<file path="config.mk">
export PLATFORM = sky130hd
export DESIGN_NAME = dac_wave_sequencer
export DESIGN_NICKNAME = d
export VERILOG_FILES = /design/src/rtl/dac_seq_pkg.sv /design/src/rtl/dac_wave_sequencer_debounce.sv /design/src/rtl/dac_wave_sequencer.sv
export SDC_FILE = /design/constraint.sdc
export NUM_CORES = 1
export LEC_CHECK = 0
export CORE_MARGIN = 4
export CORE_UTILIZATION = 36
export CTS_CLUSTER_DIAMETER = 60
export DETAILED_ROUTE_END_ITERATION = 10
export DONT_BUFFER_PORTS = 1
export PLACE_DENSITY = 0.48
export SYNTH_ARGS = -nofsm -noshare
export SYNTH_HDL_FRONTEND = slang
export SYNTH_SLANG_ARGS = --single-unit
</file>
<file path="constraint.sdc">
create_clock -name i_clk -period 5.6 [get_ports i_clk]
set_input_delay 1.68 -clock i_clk [delete_from_list [all_inputs] [get_ports i_clk]]
set_output_delay 1.68 -clock i_clk [all_outputs]
set_load 0.03 [all_outputs]
</file>
<file path="src/rtl/dac_seq_pkg.sv">
// dac_seq_pkg: mode encoding and DAC code constants shared by the sequencer files
package dac_seq_pkg;
  typedef enum logic [2:0] {SAW_DN, SAW_UP, TRI, SQUARE, HOLD} mode_t;
  localparam logic [7:0] DAC_MAX = 8'hFF;
  localparam logic [7:0] DAC_MIN = 8'h00;
  localparam logic [7:0] SQ_HI = 8'hFF;
  localparam logic [7:0] SQ_LO = 8'h00;
endpackage

</file>
<file path="src/rtl/dac_wave_sequencer_debounce.sv">
// butt_debounce: syncs active-low i_butt_n, accepts a level after DEB_CYCLES stable samples, pulses o_press on accepted press
module butt_debounce #(
  parameter int DEB_CYCLES = 7,
  parameter int DEB_W = 3
) (
  input  logic i_clk,
  input  logic i_rst,
  input  logic i_butt_n,
  output logic o_press
);
  logic r_s1, r_s2, r_lvl, r_press;
  logic [DEB_W-1:0] r_cnt;
  assign o_press = r_press;
  always_ff @(posedge i_clk) begin
    if (i_rst) begin
      r_s1 <= 1'b1;
      r_s2 <= 1'b1;
      r_lvl <= 1'b1;
      r_cnt <= '0;
      r_press <= 1'b0;
    end else begin
      r_s1 <= i_butt_n;
      r_s2 <= r_s1;
      r_press <= 1'b0;
      if (r_s2 != r_lvl) begin
        if (r_cnt == DEB_W'(DEB_CYCLES - 1)) begin
          r_lvl <= r_s2;
          r_cnt <= '0;
          r_press <= ~r_s2;
        end else r_cnt <= r_cnt + 1'b1;
      end else r_cnt <= '0;
    end
  end
endmodule

</file>
<file path="src/rtl/dac_wave_sequencer.sv">
// dac_wave_sequencer: divider-paced 8-bit waveform generator (i_div/i_load_div rate, i_butt mode button) driving o_dac/o_tick/o_mode
module dac_wave_sequencer
  import dac_seq_pkg::*;
#(
  parameter int DIV_W = 13,
  parameter int DEFAULT_DIV = 20,
  parameter int DEB_CYCLES = 7,
  parameter int DEB_W = 3
) (
  input  logic             i_clk,
  input  logic             i_rst,
  input  logic             i_butt,
  input  logic [DIV_W-1:0] i_div,
  input  logic             i_load_div,
  output logic [7:0]       o_dac,
  output logic [2:0]       o_mode,
  output logic             o_tick
);
  logic w_press, w_tick, r_up, r_tick;
  logic [DIV_W-1:0] r_div, r_cnt;
  mode_t r_mode, w_mode_nx;
  logic [7:0] r_dac, r_phase, w_phase_nx, w_wave, w_start, w_tri;
  butt_debounce #(.DEB_CYCLES(DEB_CYCLES), .DEB_W(DEB_W)) u_deb (
    .i_clk(i_clk),
    .i_rst(i_rst),
    .i_butt_n(i_butt),
    .o_press(w_press)
  );
  assign o_dac = r_dac;
  assign o_mode = r_mode;
  assign o_tick = r_tick;
  // w_start is the entry value of the mode being advanced into
  always_comb begin
    w_tick = r_cnt == r_div;
    w_phase_nx = r_phase + 8'd1;
    w_tri = r_up ? (r_dac == DAC_MAX ? DAC_MAX - 8'd1 : r_dac + 8'd1)
                 : (r_dac == DAC_MIN ? DAC_MIN + 8'd1 : r_dac - 8'd1);
    w_wave = r_dac;
    w_start = DAC_MAX;
    w_mode_nx = SAW_DN;
    case (r_mode)
      SAW_DN: begin w_wave = r_dac - 8'd1; w_mode_nx = SAW_UP; w_start = DAC_MIN; end
      SAW_UP: begin w_wave = r_dac + 8'd1; w_mode_nx = TRI; w_start = DAC_MIN; end
      TRI:    begin w_wave = w_tri; w_mode_nx = SQUARE; w_start = SQ_LO; end
      SQUARE: begin w_wave = w_phase_nx[7] ? SQ_HI : SQ_LO; w_mode_nx = HOLD; w_start = r_dac; end
      default: ;
    endcase
  end
  always_ff @(posedge i_clk) begin
    if (i_rst) begin
      r_mode <= SAW_DN;
      r_dac <= DAC_MAX;
      r_tick <= 1'b0;
      r_div <= DIV_W'(DEFAULT_DIV);
      r_cnt <= '0;
      r_up <= 1'b1;
      r_phase <= '0;
    end else begin
      r_tick <= 1'b0;
      if (r_mode > HOLD) r_mode <= SAW_DN;
      if (w_press) begin
        r_mode <= w_mode_nx;
        r_dac <= w_start;
        r_up <= 1'b1;
        r_phase <= '0;
        r_cnt <= '0;
        if (i_load_div) r_div <= i_div;
      end else if (i_load_div) begin
        r_div <= i_div;
        r_cnt <= '0;
      end else if (w_tick) begin
        r_cnt <= '0;
        r_tick <= 1'b1;
        r_dac <= w_wave;
        r_phase <= w_phase_nx;
        if (r_mode == TRI) r_up <= r_dac == DAC_MAX ? 1'b0 : r_dac == DAC_MIN ? 1'b1 : r_up;
      end else r_cnt <= r_cnt + 1'b1;
    end
  end
endmodule

</file>
==> key figures <==
Power
  – Flop pwr share: 53.7%
  – Switching power: 144.0 µW
  – Comb power frac: 3.9%
  – Internal power: 595.4 µW
  – Worst VDD drop: 0.0001437 V
  – Switching Share: 19.47%
  – Leak: 1.164 nW
  – Pwr dens: 235.4 nW/µm²
  – Clock share of power: 42.5%

Timing
  – RSZ-0062 raised after global routing: no
  – Fmax: 354.7 MHz
  – Final hold slack: 0.4153 ns
  – Min Clock Period, post-route: 2.820 ns
  – Setup violators final: 0
  – Tightest Pin Transition: 0.9287 ns
  – Setup_tns: 0 ns
  – Slew Limit Fails: 0
  – Period utilization: 50.35%
  – Final hold violation count: 0
  – Clock skew: 0.005584 ns
  – Slew headroom: 37.67%

Routing
  – DR iter-0 viols: 122
  – DR pass1 iterations: 5
  – Final WL: 6763 µm
  – DRC violations left: 0
  – Via count: 2319
  – DR WL/cell: 15.62 µm
  – ANT nets after route: 0
  – Vias per inst: 5.356

Global route
  – Total gr overflow: 0
  – Vias in the first global route: 2110
  – Pin count of the biggest net entering global routing: 27
  – Initial antenna violation count: 0
  – Total track usage: 13.62%
  – First-pass GRT wire length: 11000 µm

Floorplanning
  – Initial core utilization: 37.69%
  – Die height: 98.88 µm
  – Rows: 32
  – Core footprint: 7888 µm²
  – Die span in x: 98.88 µm
  – Die area: 9776 µm²
  – I/O pin count: 29

Clocking
  – Root Buffer: clkbuf_8
  – Worst skew pair latency: 0.30 ns
  – CTS tree: done
  – CTS sink cnt: 54
  – Post-CTS setup buffers: 0
  – Clock transition at the registers of the reported paths: 0.09 ns
  – Hold-fix buffers, CTS: 0
  – Clk buf depth: 2
  – PostCTS Resize Cnt: 0
  – H-tree depth: 2
  – CTS Buf Count: 5

Worst setup path
  – CP endpoint kind: output port
  – Worst r2r path cells: 6
  – Critical path class: flop to output port
  – Critical Path RT: 3.92 ns
  – Worst setup path start: o_dac[7]$_SDFFE_PP1P_
  – Max FO, Critical Path: 14
  – R2R Path Start: o_dac[2]$_SDFFE_PP1P_
  – Reg-to-reg setup timing slack: 2.88 ns
  – End point of the critical path: o_dac[7]
  – Crit. path cell count: 0
  – Crit start category: flop
  – CP arrival: 1.14 ns
  – R2R Path End: o_dac[1]$_SDFFE_PP1P_

Placement
  – DP HPWL: 4839 µm
  – I/O Buffers: 0
  – Final GP Congestion: 0.7702

Synthesis
  – Yosys top cell by area: dfxtp_1
  – Mean post-synth cell area: 8.592 µm²
  – Post-synth EDFFs: 0
  – Synth area leaders: dfxtp_1, xnor2_1, nor2_1
  – Most common cell in the synthesized netlist: dfxtp_1
  – Main synth FF type: dfxtp_1
  – Synth Net Count: 370
  – Asr flop ratio synth: 0%
  – Synth Instances: 346
  – Sequential fraction of the synthesis area: 36.36%
  – Top cell type's share of synthesized area: 36.36%
  – Synth unique cells: 54
  – Synthesized area: 2973 µm²
  – Synth warnings: 0
  – Register bit count reported by yosys: 54
  – Commonest cells post-synth: dfxtp_1, nor2_1, xnor2_1

Outcome
  – Status: completed

Final layout
  – Final nets: 354
  – Area Overhead vs Synth: 5.640%
  – Layout cells sized above 1: 5.136%
  – Ant diodes: 0

Flow run
  – MaxCap Viol Count: 0

Worst hold path
  – HP Start: u_deb.r_s1$_SDFF_PP1_
  – Hold crit path type: flop to flop
## flip-flops by register name, indices dropped and copies added (netlist names)
signal         count
o_tick             1
o_mode             3
r_div             13
o_dac              8
u_deb.r_lvl        1
r_up               1
u_deb.o_press      1
r_cnt             13
u_deb.r_s2         1
u_deb.r_s1         1
u_deb.r_cnt        3
r_phase            8
## power groups by stage
stage,registers (mW),logic [mW],clock network [mW]
4_1_cts,0.397,0.0290,0.327
6_report,0.397,0.0286,0.314
3_5_place_dp,0.406,0.0289,0
5_1_grt,0.398,0.0319,0.338
3_3_place_gp,0.406,0.0289,0
2_1_floorplan,0.404,0.0290,0
## worst register-to-register path: cells and delay by family, from the launching register on
family | cells | cell delay, ns
AND/OR/NAND/NOR | 3 | 1.35
AO/OA/AOI/OAI | 3 | 0.70
flip-flops | 1 | 0.56
## cells in the final DEF (no fill, tap or decap), types with 2 or more instances in the layout
cell	n
o21ai_0	5
o21ai_1	2
a21oi_1	7
nor3_1	8
a32o_1	2
nor4b_1	2
inv_1	10
and3_1	6
bufinv_16	2
nor4_1	9
nand2_1	10
nor2b_1	6
nor2_1	51
ha_1	7
xor2_1	21
nand3_1	15
nand4_1	5
or3_1	7
o211ai_1	2
a2111oi_0	2
and2_1	2
a211o_1	4
a31oi_1	6
a211oi_1	7
dfxtp_1	54
xnor2_1	22
clkbuf_8	6
or2_2	5
mux2i_1	14
o22a_1	6
nand2b_1	4
o32ai_1	2
## per-layer routing
metal	vias to the layer above	global-route usage (%)	part of all wire [%]
li1	1198	-	-
met1	1071	20.84	52
met2	48	19.42	42
met3	2	3.397	6.2
met4	0	2.206	0.40
met5	-	0	0
## cell type report
class | count | area [µm²]
clock buffers | 6 | 82.58
clock inverters | 2 | 60.06
fillers | 780 | 4747
inverters | 10 | 37.54
multi-input cells | 259 | 1752
flip-flops and latches | 54 | 1081
well taps | 102 | 127.6
## cell families after synthesis
kind of cell / Yosys count / share of synthesized area, %
AND/OR/NAND/NOR: 137 / 23.95
AO/OA/AOI/OAI: 58 / 14.65
flip-flops: 54 / 36.36
XOR/XNOR: 43 / 12.67
buffers and inverters: 33 / 4.714
multiplexers: 14 / 4.714
adder cells (fa/ha/maj): 7 / 2.946
## through the flow
| step | power (mW) | utilization (%) | instance area (µm²) | cells | setup slack (ns) |
|---|---|---|---|---|---|
| 4_1_cts | 0.7528 | 39.82 | 3141 | 433 | 2.772 |
| 3_5_place_dp | 0.4348 | 38.01 | 2998 | 425 | 2.759 |
| 5_1_grt | 0.7677 | 39.82 | 3141 | 433 | 2.609 |
| 6_report | 0.7394 | 39.82 | 3141 | 433 | 2.780 |
| 2_1_floorplan | 0.4335 | - | 2973 | 346 | 2.704 |
| 3_3_place_gp | 0.4349 | 38.01 | 2998 | 425 | 2.768 |
## worst min path at each step
stage,endpoint,slack [ns],cells after the start
final,u_deb.r_s2$_SDFF_PP1_,0.42,1
after global routing,u_deb.r_s2$_SDFF_PP1_,0.45,1
after CTS,u_deb.r_s2$_SDFF_PP1_,0.42,1
after detailed placement,u_deb.r_s2$_SDFF_PP1_,0.39,1
after global placement,u_deb.r_s2$_SDFF_PP1_,0.39,1
after floorplan,u_deb.r_s2$_SDFF_PP1_,0.39,1
(Power assumes the default switching activity.)
